===== config.mk =====
export PLATFORM = sky130hd
export DESIGN_NAME = multicycle_ctrl_flat
export DESIGN_NICKNAME = d
export VERILOG_FILES = /design/src/rtl/multicycle_ctrl_if.sv /design/src/rtl/multicycle_ctrl.sv /design/src/flat_wrapper.sv
export SDC_FILE = /design/constraint.sdc
export NUM_CORES = 1
export LEC_CHECK = 0
export ABC_AREA = 1
export BUFFER_PORTS_ARGS = -buffer_cell sky130_fd_sc_hd__buf_2
export CAP_MARGIN = 5
export CORE_ASPECT_RATIO = 1.25
export CORE_MARGIN = 3
export CORE_UTILIZATION = 48
export CTS_CLUSTER_DIAMETER = 120
export DETAILED_ROUTE_END_ITERATION = 16
export GPL_ROUTABILITY_DRIVEN = 0
export HOLD_SLACK_MARGIN = 0.1
export PLACE_DENSITY = 0.76
export SLEW_MARGIN = 20
export SYNTH_ARGS = -nofsm -noshare
export SYNTH_HDL_FRONTEND = slang
export SYNTH_SLANG_ARGS = --single-unit

===== constraint.sdc =====
create_clock -name clk -period 1.4 [get_ports clk]
set_input_delay 0.28 -clock clk [delete_from_list [all_inputs] [get_ports clk]]
set_output_delay 0.28 -clock clk [all_outputs]
set_load 0.005 [all_outputs]

===== src/rtl/multicycle_ctrl_if.sv =====
// Control/strobe bundle between the multi-cycle RV32I control FSM (master) and the
// datapath side that supplies instruction fields and memory handshake (slave).
interface multicycle_ctrl_if;
  logic [6:0] opcode;
  logic [2:0] funct3;
  logic       alu_zero;
  logic       mem_ready;
  logic       trap_ack;
  logic       mem_req;
  logic       mem_we;
  logic       i_or_d;
  logic       ir_write;
  logic       pc_write;
  logic       reg_write;
  logic [1:0] alu_src_a;
  logic [1:0] alu_src_b;
  logic [1:0] ALUOp;
  logic       alu_f7_valid;
  logic [1:0] result_src;
  logic       instr_done;
  logic       trap;
  logic [1:0] trap_cause;
  logic [3:0] state;

  modport master (
    input  opcode, funct3, alu_zero, mem_ready, trap_ack,
    output mem_req, mem_we, i_or_d, ir_write, pc_write, reg_write,
           alu_src_a, alu_src_b, ALUOp, alu_f7_valid, result_src,
           instr_done, trap, trap_cause, state
  );

  modport slave (
    output opcode, funct3, alu_zero, mem_ready, trap_ack,
    input  mem_req, mem_we, i_or_d, ir_write, pc_write, reg_write,
           alu_src_a, alu_src_b, ALUOp, alu_f7_valid, result_src,
           instr_done, trap, trap_cause, state
  );
endinterface


===== src/rtl/multicycle_ctrl.sv =====
// Main control FSM of the multi-cycle RV32I core: fetch/decode/execute/mem/writeback
// sequencing, datapath strobes, illegal-opcode and memory-timeout traps.
module multicycle_ctrl #(
  parameter int MEM_TIMEOUT = 16
) (
  input logic               clk,
  input logic               rst,
  multicycle_ctrl_if.master bus
);

  localparam int               CNT_W      = (MEM_TIMEOUT > 2) ? $clog2(MEM_TIMEOUT) : 1;
  localparam logic [CNT_W-1:0] CNT_LAST   = CNT_W'((MEM_TIMEOUT > 0) ? MEM_TIMEOUT - 1 : 0);
  localparam logic             TIMEOUT_EN = (MEM_TIMEOUT != 0);

  localparam logic [6:0] OP_LOAD   = 7'b0000011;
  localparam logic [6:0] OP_STORE  = 7'b0100011;
  localparam logic [6:0] OP_R      = 7'b0110011;
  localparam logic [6:0] OP_I      = 7'b0010011;
  localparam logic [6:0] OP_BRANCH = 7'b1100011;
  localparam logic [6:0] OP_JAL    = 7'b1101111;
  localparam logic [6:0] OP_LUI    = 7'b0110111;

  localparam logic [1:0] CAUSE_NONE    = 2'b00;
  localparam logic [1:0] CAUSE_ILLEGAL = 2'b01;
  localparam logic [1:0] CAUSE_BUS     = 2'b10;

  typedef enum logic [3:0] {
    S_FETCH  = 4'd0,
    S_DECODE = 4'd1,
    S_MEMADR = 4'd2,
    S_MEMRD  = 4'd3,
    S_MEMWB  = 4'd4,
    S_MEMWR  = 4'd5,
    S_EXEC_R = 4'd6,
    S_EXEC_I = 4'd7,
    S_ALUWB  = 4'd8,
    S_BRANCH = 4'd9,
    S_JAL    = 4'd10,
    S_LUI    = 4'd11,
    S_TRAP   = 4'd12
  } state_e;

  // Strobes that depend on mem_ready/alu_zero are kept as enables here and gated at the outputs.
  typedef struct packed {
    logic       mem_req;
    logic       mem_we;
    logic       i_or_d;
    logic       fetch;
    logic       jal;
    logic       branch;
    logic       reg_write;
    logic [1:0] alu_src_a;
    logic [1:0] alu_src_b;
    logic [1:0] alu_op;
    logic       f7_valid;
    logic [1:0] result_src;
    logic       done;
    logic       done_on_ready;
    logic       trap;
  } ctl_t;

  function automatic ctl_t decode_ctl(input state_e s, input logic f3_is_shift_right);
    ctl_t c;
    c = '0;
    case (s)
      S_FETCH: begin
        c.mem_req    = 1'b1;
        c.fetch      = 1'b1;
        c.alu_src_b  = 2'b10;
        c.result_src = 2'b10;
      end
      S_DECODE: begin
        c.alu_src_a = 2'b10;
        c.alu_src_b = 2'b01;
      end
      S_MEMADR: begin
        c.alu_src_a = 2'b01;
        c.alu_src_b = 2'b01;
      end
      S_MEMRD: begin
        c.mem_req = 1'b1;
        c.i_or_d  = 1'b1;
      end
      S_MEMWB: begin
        c.result_src = 2'b01;
        c.reg_write  = 1'b1;
        c.done       = 1'b1;
      end
      S_MEMWR: begin
        c.mem_req       = 1'b1;
        c.mem_we        = 1'b1;
        c.i_or_d        = 1'b1;
        c.done_on_ready = 1'b1;
      end
      S_EXEC_R: begin
        c.alu_src_a = 2'b01;
        c.alu_src_b = 2'b00;
        c.alu_op    = 2'b10;
        c.f7_valid  = 1'b1;
      end
      // Only SRLI/SRAI carry a meaningful funct7; ADDI must not look like SUB.
      S_EXEC_I: begin
        c.alu_src_a = 2'b01;
        c.alu_src_b = 2'b01;
        c.alu_op    = 2'b10;
        c.f7_valid  = f3_is_shift_right;
      end
      S_ALUWB: begin
        c.result_src = 2'b00;
        c.reg_write  = 1'b1;
        c.done       = 1'b1;
      end
      S_BRANCH: begin
        c.alu_src_a = 2'b01;
        c.alu_src_b = 2'b00;
        c.alu_op    = 2'b01;
        c.branch    = 1'b1;
        c.done      = 1'b1;
      end
      S_JAL: begin
        c.alu_src_a = 2'b10;
        c.alu_src_b = 2'b10;
        c.jal       = 1'b1;
      end
      S_LUI: begin
        c.result_src = 2'b11;
        c.reg_write  = 1'b1;
        c.done       = 1'b1;
      end
      S_TRAP:  c.trap = 1'b1;
      default: ;
    endcase
    return c;
  endfunction

  state_e           state_q, state_d;
  logic [CNT_W-1:0] cnt_q, cnt_d;
  logic [1:0]       cause_q, cause_d;
  ctl_t             ctl_q, ctl_d;
  logic             wait_st;
  logic             expired;

  always_comb begin
    state_d = state_q;
    cnt_d   = cnt_q;
    cause_d = cause_q;
    wait_st = (state_q == S_FETCH) || (state_q == S_MEMRD) || (state_q == S_MEMWR);
    expired = TIMEOUT_EN && wait_st && !bus.mem_ready && (cnt_q == CNT_LAST);

    case (state_q)
      S_FETCH:  if (bus.mem_ready) state_d = S_DECODE;
      S_DECODE: begin
        case (bus.opcode)
          OP_LOAD, OP_STORE: state_d = S_MEMADR;
          OP_R:              state_d = S_EXEC_R;
          OP_I:              state_d = S_EXEC_I;
          OP_JAL:            state_d = S_JAL;
          OP_LUI:            state_d = S_LUI;
          OP_BRANCH: begin
            if (bus.funct3 == 3'b000 || bus.funct3 == 3'b001) begin
              state_d = S_BRANCH;
            end else begin
              state_d = S_TRAP;
              cause_d = CAUSE_ILLEGAL;
            end
          end
          default: begin
            state_d = S_TRAP;
            cause_d = CAUSE_ILLEGAL;
          end
        endcase
      end
      S_MEMADR: state_d = (bus.opcode == OP_STORE) ? S_MEMWR : S_MEMRD;
      S_MEMRD:  if (bus.mem_ready) state_d = S_MEMWB;
      S_MEMWB:  state_d = S_FETCH;
      S_MEMWR:  if (bus.mem_ready) state_d = S_FETCH;
      S_EXEC_R: state_d = S_ALUWB;
      S_EXEC_I: state_d = S_ALUWB;
      S_ALUWB:  state_d = S_FETCH;
      S_BRANCH: state_d = S_FETCH;
      S_JAL:    state_d = S_ALUWB;
      S_LUI:    state_d = S_FETCH;
      S_TRAP: begin
        if (bus.trap_ack) begin
          state_d = S_FETCH;
          cause_d = CAUSE_NONE;
        end
      end
      default:  state_d = S_FETCH;
    endcase

    // A late mem_ready in the final allowed cycle beats the timeout.
    if (expired) begin
      state_d = S_TRAP;
      cause_d = CAUSE_BUS;
    end

    if (state_d != state_q) begin
      cnt_d = '0;
    end else if (wait_st && !bus.mem_ready) begin
      cnt_d = cnt_q + CNT_W'(1);
    end

    ctl_d = decode_ctl(state_d, bus.funct3 == 3'b101);
  end

  always_ff @(posedge clk) begin
    if (rst) begin
      state_q <= S_FETCH;
      cnt_q   <= '0;
      cause_q <= CAUSE_NONE;
      ctl_q   <= decode_ctl(S_FETCH, 1'b0);
    end else begin
      state_q <= state_d;
      cnt_q   <= cnt_d;
      cause_q <= cause_d;
      ctl_q   <= ctl_d;
    end
  end

  assign bus.mem_req      = ctl_q.mem_req;
  assign bus.mem_we       = ctl_q.mem_we;
  assign bus.i_or_d       = ctl_q.i_or_d;
  assign bus.ir_write     = ctl_q.fetch & bus.mem_ready;
  // BRANCH is only entered for BEQ (funct3 000) or BNE (001), so funct3[0] selects polarity.
  assign bus.pc_write     = (ctl_q.fetch & bus.mem_ready) | ctl_q.jal |
                            (ctl_q.branch & (bus.funct3[0] ^ bus.alu_zero));
  assign bus.reg_write    = ctl_q.reg_write;
  assign bus.alu_src_a    = ctl_q.alu_src_a;
  assign bus.alu_src_b    = ctl_q.alu_src_b;
  assign bus.ALUOp        = ctl_q.alu_op;
  assign bus.alu_f7_valid = ctl_q.f7_valid;
  assign bus.result_src   = ctl_q.result_src;
  assign bus.instr_done   = ctl_q.done | (ctl_q.done_on_ready & bus.mem_ready);
  assign bus.trap         = ctl_q.trap;
  assign bus.trap_cause   = cause_q;
  assign bus.state        = state_q;

endmodule


===== src/flat_wrapper.sv =====
// flat-port wrapper written by rule: the top's interface ports become plain ports
module multicycle_ctrl_flat 
#(
  parameter int MEM_TIMEOUT = 16
)
  (clk, rst, bus_opcode, bus_funct3, bus_alu_zero, bus_mem_ready, bus_trap_ack, bus_mem_req, bus_mem_we, bus_i_or_d, bus_ir_write, bus_pc_write, bus_reg_write, bus_alu_src_a, bus_alu_src_b, bus_ALUOp, bus_alu_f7_valid, bus_result_src, bus_instr_done, bus_trap, bus_trap_cause, bus_state);
  multicycle_ctrl_if bus_i ();
  input logic clk;
  input logic rst;
  input wire logic [$bits(bus_i.opcode)-1:0] bus_opcode;
  input wire logic [$bits(bus_i.funct3)-1:0] bus_funct3;
  input wire logic [$bits(bus_i.alu_zero)-1:0] bus_alu_zero;
  input wire logic [$bits(bus_i.mem_ready)-1:0] bus_mem_ready;
  input wire logic [$bits(bus_i.trap_ack)-1:0] bus_trap_ack;
  output wire logic [$bits(bus_i.mem_req)-1:0] bus_mem_req;
  output wire logic [$bits(bus_i.mem_we)-1:0] bus_mem_we;
  output wire logic [$bits(bus_i.i_or_d)-1:0] bus_i_or_d;
  output wire logic [$bits(bus_i.ir_write)-1:0] bus_ir_write;
  output wire logic [$bits(bus_i.pc_write)-1:0] bus_pc_write;
  output wire logic [$bits(bus_i.reg_write)-1:0] bus_reg_write;
  output wire logic [$bits(bus_i.alu_src_a)-1:0] bus_alu_src_a;
  output wire logic [$bits(bus_i.alu_src_b)-1:0] bus_alu_src_b;
  output wire logic [$bits(bus_i.ALUOp)-1:0] bus_ALUOp;
  output wire logic [$bits(bus_i.alu_f7_valid)-1:0] bus_alu_f7_valid;
  output wire logic [$bits(bus_i.result_src)-1:0] bus_result_src;
  output wire logic [$bits(bus_i.instr_done)-1:0] bus_instr_done;
  output wire logic [$bits(bus_i.trap)-1:0] bus_trap;
  output wire logic [$bits(bus_i.trap_cause)-1:0] bus_trap_cause;
  output wire logic [$bits(bus_i.state)-1:0] bus_state;
  assign bus_i.opcode = bus_opcode;
  assign bus_i.funct3 = bus_funct3;
  assign bus_i.alu_zero = bus_alu_zero;
  assign bus_i.mem_ready = bus_mem_ready;
  assign bus_i.trap_ack = bus_trap_ack;
  assign bus_mem_req = bus_i.mem_req;
  assign bus_mem_we = bus_i.mem_we;
  assign bus_i_or_d = bus_i.i_or_d;
  assign bus_ir_write = bus_i.ir_write;
  assign bus_pc_write = bus_i.pc_write;
  assign bus_reg_write = bus_i.reg_write;
  assign bus_alu_src_a = bus_i.alu_src_a;
  assign bus_alu_src_b = bus_i.alu_src_b;
  assign bus_ALUOp = bus_i.ALUOp;
  assign bus_alu_f7_valid = bus_i.alu_f7_valid;
  assign bus_result_src = bus_i.result_src;
  assign bus_instr_done = bus_i.instr_done;
  assign bus_trap = bus_i.trap;
  assign bus_trap_cause = bus_i.trap_cause;
  assign bus_state = bus_i.state;
  multicycle_ctrl #(.MEM_TIMEOUT(MEM_TIMEOUT)) u_core (.clk(clk), .rst(rst), .bus(bus_i));
endmodule

# Word-level counts from Yosys, hierarchy flattened
# Index checks and enable logic that the tools add are counted.
[word_totals]
regBits = 28
word_cells = 118
[classes]
add_sub_neg = 1
reduce_logical = 27
n_mux = 28
eq_ne = 37
n_bitwise = 7
[op_table]
columns = ["cell", "count"]
rows = [
  ["equality test 4 bit, second input constant", 8],
  ["equality test 4 x 3 -> 1 bit, second input constant", 7],
  ["case mux 4 bit (7 select lines)", 1],
  ["case mux 4 bit (6 select lines)", 1],
  ["equality test 7 x 6 -> 1 bit, second input constant", 3],
  ["two-way mux 4 bit", 5],
  ["case mux 2 bit (2 select lines)", 5],
  ["equality test 4 x 2 -> 1 bit, second input constant", 4],
  ["equality test 7 bit, second input constant", 2],
  ["OR reduction 2 bit", 7],
  ["OR reduction 3 bit", 4],
  ["two-way mux 1 bit", 9],
  ["equality test 4 x 1 -> 1 bit, second input constant", 2],
  ["logical NOT 4 bit", 2],
  ["AND reduction 4 bit", 2],
  ["OR reduction 4 bit", 2],
  ["equality test 7 x 2 -> 1 bit, second input constant", 1],
  ["equality test 7 x 5 -> 1 bit, second input constant", 1],
  ["two-way mux 2 bit", 3],
  ["two-way mux 3 bit", 2],
  ["inequality test 3 x 2 -> 1 bit, second input constant", 2],
  ["case mux 2 bit (3 select lines)", 1],
  ["OR reduction 6 bit", 1],
  ["adder 4 x 1 -> 4 bit, second input constant", 1],
  ["other kinds (16)", 24],
]

# Longest topological paths before layout
[logic_depth]
ltp_word = 9
mapped_depth = 12
ltp_nobuf = 12

# Worst setup path before layout
# OpenSTA, ideal clock, no wires.
[synth_path]
kind = "register to register"
startpoint = "register u_core.state_q[2], in the netlist u_core.bus.state[2]"
endpoint = "register u_core.cnt_q[0]"
path_stages_with_launch = 10
arrival_time_ns = 1.396
setup_time_ns = 0.073
setup_slack_ns = -0.069
t_required_ns = 1.327
synth_period_minus_slack_ns = 1.469
cell_sequence = "dfxtp_1 > nor2_4 > nand3_1 > nand3_2 > nand3_4 > nand2_4 > nand2_1 > nand2_2 > nand3_4 > nor3_2"
[synth_via]
elab_chain_len = 8
[synth_rtl]
columns = ["item", "line", "source"]
rows = [
  ["from (decl)", "multicycle_ctrl.sv:136", "state_e state_q, state_d;"],
  ["from (signal assigned)", "multicycle_ctrl.sv:214", "state_q <= state_d;"],
  ["parallel branches: the longest is 8 deep, another holds case mux 4 bit (7 select lines)", "n/a", ""],
  ["to (signal assigned)", "multicycle_ctrl.sv:215", "cnt_q <= cnt_d;"],
  ["to (decl)", "multicycle_ctrl.sv:137", "logic [CNT_W-1:0] cnt_q, cnt_d;"],
]
# Parallel ways; which one is timed is not known.
# A chain may end at the register's enable or synchronous reset.

# Worst setup path after layout
[layout_path]
startpoint = "register u_core.state_q[2], in the netlist u_core.bus.state[2]"
endpoint = "register u_core.cnt_q[3]"
# Same word-level chain as after synthesis.

==> flow_results.org <==
** Routing
- Using the TritonRoute via totals, the vias-per-cell ratio works out to 4.92.
- Once detail routing completed, the nets flagged for antenna violations numbered 0.
- Starting DRT DRC Count :: 30
- Highest metal layer used by the detailed router :: met4
- After detailed routing, the total wire length is 3.90 mm.
- For this run, the detailed router's first-pass iteration total came to 4.
- Via count :: 1595
- For this block, wires on met1 add up to 1.54 mm.
- After detailed routing, the average wire length per cell comes to 12.0 um.
- In the routed design, unresolved DRC markers number 0.
- Met2 WL post-DR :: 2.06 mm
- Met3 Routed Length :: 202 um

** GRT
- Entering global routing, the biggest net connects 16 pins.
- Global routing used 18.8% of the available tracks across all layers.
- The via count of the first global-routing pass was 1482.
- Wire length of the first global-routing pass :: 6.28 mm
- The initial antenna violation count was 0.
- The total overflow left after global routing is 0.

** Pwr
- Summing internal, switching and leakage power gives 1730 uW.
- In this run the static leakage power is 0.00116 uW.
- Dividing total power by cell area gives a power density of 764 mW/mm2.
- Int Power :: 1210 uW
- Of the total power, combinational logic draws 27.3%.
- The worst-case IR drop observed on VDD is 0.944 mV.
- Registers are responsible for 47.7% of the overall power.
- The clock network is responsible for 25.0% of the overall power.
- In this run switching power makes up 30.2% of total power.
- Switching pwr :: 521 uW

** Timing
- Period minus WS final :: 1.59 ns
- Worst Hold Slack :: 0.298 ns
- Final period utilization :: 113%
- For the final database, setup skew stands at 0.00321 ns.
- Actual slew at the worst max-slew pin :: 0.288 ns
- Worst setup margin :: -0.189 ns
- Unrepaired setup endpoints after global routing :: true
- Setup violations remaining at the end of the flow were counted as 25.
- Total count of hold-check failures in the final report :: 0
- Headroom to the max-slew limit came out at 80.8%.
- Final Slew Violations :: 0
- For this run, the top clock speed supported by timing is 629 MHz.

** Critical path
- The worst setup path is captured at a flop.
- At the worst endpoint, the arrival time is 1.79 ns.
- Maximum fanout count along the critical path :: 8
- Critical setup path kind :: flop to flop
- Required time at the worst-slack endpoint :: 1.60 ns
- STA classifies the critical path startpoint as a flop.

** Cells and area
- The final layout contains 304 nets.
- Summed area of non-filler cells in the final layout :: 0.00226 mm2
- Top library cells by usage in the layout, fill and taps aside :: sky130_fd_sc_hd__nand2_1, sky130_fd_sc_hd__buf_2, sky130_fd_sc_hd__buf_4, sky130_fd_sc_hd__inv_1, sky130_fd_sc_hd__dfxtp_1
- Relative to the synthesized area, the layout overhead comes to 36.4%.
- Fraction of final layout cells with drive strength greater than 1 :: 53.3%
- The layout has 260 filler cells.
- Total inserted antenna cells :: 0
- Leaving out fill and tap cells, the most frequent cell in the layout is sky130_fd_sc_hd__nand2_1.

** Worst hold path
- The tightest min-delay check is of the input port to flop type.

** Floorplanning
- The floorplan has 23 rows.
- The die is 58.5 um wide.
- Initial standard-cell utilization of the core :: 50.9%
- In this run the standard cell core region covers 0.00325 mm2.
- Area of the die :: 0.00420 mm2
- In this run the count of I/O pins placed on the die edge is 38.
- The die is 71.7 um tall.

** Status
- Violated checks :: setup timing
- The run finished, with violations left.

** Clocking
- Clock tree from TritonCTS :: done
- CTS Hold Bufs :: 0
- The tree is rooted in a sky130_fd_sc_hd__clkbuf_8.
- Worst-skew pair later-pin latency :: 0.27 ns
- Clock tree synthesis found a total of 27 sinks.
- Num CTS Buffers :: 3
- Level count of the clock H-tree :: 1
- Reg clk slew, reported paths :: 0.09 ns
- The clock passes through at most 2 buffers.

** Synthesis
- Synthesis instantiated 35 different standard cells from the library.
- A synthesized cell averages 7.56 um2.
- Sequential element share of the synthesized area :: 32.6%
- Yosys reg bits :: 27
- Synthesis produced a netlist with a net count of 235.
- Netlist area before placement :: 0.00166 mm2
- Synthesis produced 219 cells.
- Warnings from Yosys :: 0

** Flow run
- Max-cap violations in this run came to 0.

** Placement
- Half-perimeter wire length after placement :: 2.92 mm
- Port-buffer cells :: 37
- After detailed placement, the total cell area comes to 0.00205 mm2.
-- final timing paths --
check                                   startpoint                                     to  slack [ns]  cells after the start
max                 u_core.bus.state[2]$_SDFF_PP0_           u_core.cnt_q[3]$_SDFFE_PP0P_       -0.19                      9
min reg2reg  u_core.bus.trap_cause[1]$_SDFFE_PP0P_  u_core.bus.trap_cause[1]$_SDFFE_PP0P_        0.48                      2
min                                  bus_funct3[1]     u_core.bus.alu_f7_valid$_SDFF_PP0_        0.30                      3
max reg2reg         u_core.bus.state[2]$_SDFF_PP0_           u_core.cnt_q[3]$_SDFFE_PP0P_       -0.19                      9
-- metal layers --
layer	GRT usage [%]	vias up
met5	0	-
met4	6.19	0
met3	2.88	10
met2	34.4	53
met1	21.6	710
li1	-	822
-- cells by family after synthesis --
logic type               share of synthesized area [%]
AO/OA/AOI/OAI                                     7.25
adder cells (fa/ha/maj)                          0.755
buffers and inverters                             11.1
XOR/XNOR                                          1.59
flip-flops                                        32.6
multiplexers                                     0.680
AND/OR/NAND/NOR                                   46.0
-- per-stage QoR --
| stage | TNS, ns | std cells | setup slack [ns] | util [%] |
|---|---|---|---|---|
| CTS | -3.09 | 321 | -0.175 | 67.9 |
| global placement | -4.53 | 312 | -0.265 | 63.0 |
| global route | -6.27 | 324 | -0.306 | 69.5 |
| finish | -3.52 | 324 | -0.189 | 69.5 |
| floorplan | -0.166 | 219 | -0.0235 | - |
| detailed placement | -5.61 | 312 | -0.301 | 63.0 |
-- worst max-delay path, stage by stage (launching register included) --
cell and delay (ns):
sky130_fd_sc_hd__dfxtp_4 0.37, sky130_fd_sc_hd__nor2_4 0.19, sky130_fd_sc_hd__nand3_2 0.12, sky130_fd_sc_hd__nand3_2 0.11, sky130_fd_sc_hd__nand3_4 0.16, sky130_fd_sc_hd__nand2_4 0.16, sky130_fd_sc_hd__nand2_2 0.06, sky130_fd_sc_hd__nand2_2 0.08
sky130_fd_sc_hd__nand3_4 0.10, sky130_fd_sc_hd__nor3_2 0.17
-- final cells by class --
type / instances / area [um2] / area share (%)
multi-input combinational: 151 / 1020 / 45.0
sequential: 27 / 556 / 24.6
timing repair buffer: 73 / 467 / 20.7
inverter: 32 / 128 / 5.65
tap: 37 / 46.3 / 2.05
clock buffer: 3 / 41.3 / 1.83
clock inverter: 1 / 5.00 / 0.221
-- Yosys cell counts --
| cell type | n | area [um2] |
|---|---|---|
| sky130_fd_sc_hd__o21ai_1 | 1 | 5.00 |
| sky130_fd_sc_hd__buf_4 | 8 | 60.1 |
| sky130_fd_sc_hd__nand2_2 | 11 | 68.8 |
| sky130_fd_sc_hd__o21ai_0 | 2 | 10.0 |
| sky130_fd_sc_hd__o21ai_2 | 1 | 8.76 |
| sky130_fd_sc_hd__a21oi_1 | 3 | 15.0 |
| sky130_fd_sc_hd__nand3_2 | 5 | 50.1 |
| sky130_fd_sc_hd__o21a_1 | 1 | 7.51 |
| sky130_fd_sc_hd__dfxtp_1 | 27 | 541 |
| sky130_fd_sc_hd__ha_1 | 1 | 12.5 |
| sky130_fd_sc_hd__nand3b_1 | 2 | 15.0 |
| sky130_fd_sc_hd__inv_1 | 27 | 101 |
| sky130_fd_sc_hd__nand4_2 | 1 | 12.5 |
| sky130_fd_sc_hd__a21o_1 | 1 | 7.51 |
| sky130_fd_sc_hd__nor2_1 | 21 | 78.8 |
| sky130_fd_sc_hd__nor3_1 | 2 | 10.0 |
| sky130_fd_sc_hd__mux2_2 | 1 | 11.3 |
| sky130_fd_sc_hd__a21boi_0 | 1 | 7.51 |
| sky130_fd_sc_hd__nand3_1 | 13 | 65.1 |
| sky130_fd_sc_hd__nand4_1 | 5 | 31.3 |
| sky130_fd_sc_hd__inv_2 | 5 | 18.8 |
| sky130_fd_sc_hd__clkbuf_1 | 1 | 3.75 |
| sky130_fd_sc_hd__nand3_4 | 4 | 70.1 |
| sky130_fd_sc_hd__nor2_4 | 6 | 67.6 |
| sky130_fd_sc_hd__o211ai_1 | 1 | 7.51 |
| sky130_fd_sc_hd__nor3_2 | 5 | 50.1 |
| sky130_fd_sc_hd__nand2_1 | 45 | 169 |
| sky130_fd_sc_hd__nor2_2 | 5 | 31.3 |
| sky130_fd_sc_hd__xor2_1 | 2 | 17.5 |
| sky130_fd_sc_hd__a21boi_1 | 1 | 7.51 |
| sky130_fd_sc_hd__xnor2_1 | 1 | 8.76 |
| sky130_fd_sc_hd__a21oi_2 | 4 | 35.0 |
| sky130_fd_sc_hd__nand2_4 | 3 | 33.8 |
| sky130_fd_sc_hd__a211o_1 | 1 | 8.76 |
| sky130_fd_sc_hd__and2_4 | 1 | 8.76 |
-- state kept, by name, summed over array words and instances (netlist names) --
| signal | flops |
|---|---|
| u_core.bus.mem_we | 1 |
| u_core.bus.trap_cause | 2 |
| u_core.bus.reg_write | 1 |
| u_core.ctl_q | 4 |
| u_core.bus.alu_src_a | 2 |
| u_core.bus.alu_f7_valid | 1 |
| u_core.bus.result_src | 2 |
| u_core.bus.ALUOp | 1 |
| u_core.bus.state | 4 |
| u_core.bus.i_or_d | 1 |
| u_core.bus.mem_req | 1 |
| u_core.cnt_q | 4 |
| u_core.bus.alu_src_b | 2 |
| u_core.bus.trap | 1 |
-- repair_timing --
action,CTS,global route
setup buffers,5,3
gates resized for setup,22,11
pin swaps,14,5
endpoints found under the setup margin,25,27
gates cloned,0,0
-- power groups by stage --
stage	clock (uW)	sequential (uW)	combinational (uW)
2_1_floorplan	0	848	271
3_3_place_gp	0	847	410
3_5_place_dp	0	847	417
4_1_cts	432	824	447
5_1_grt	466	828	516
6_report	431	825	471
Note: power is estimated with default switching activity, not from simulation.
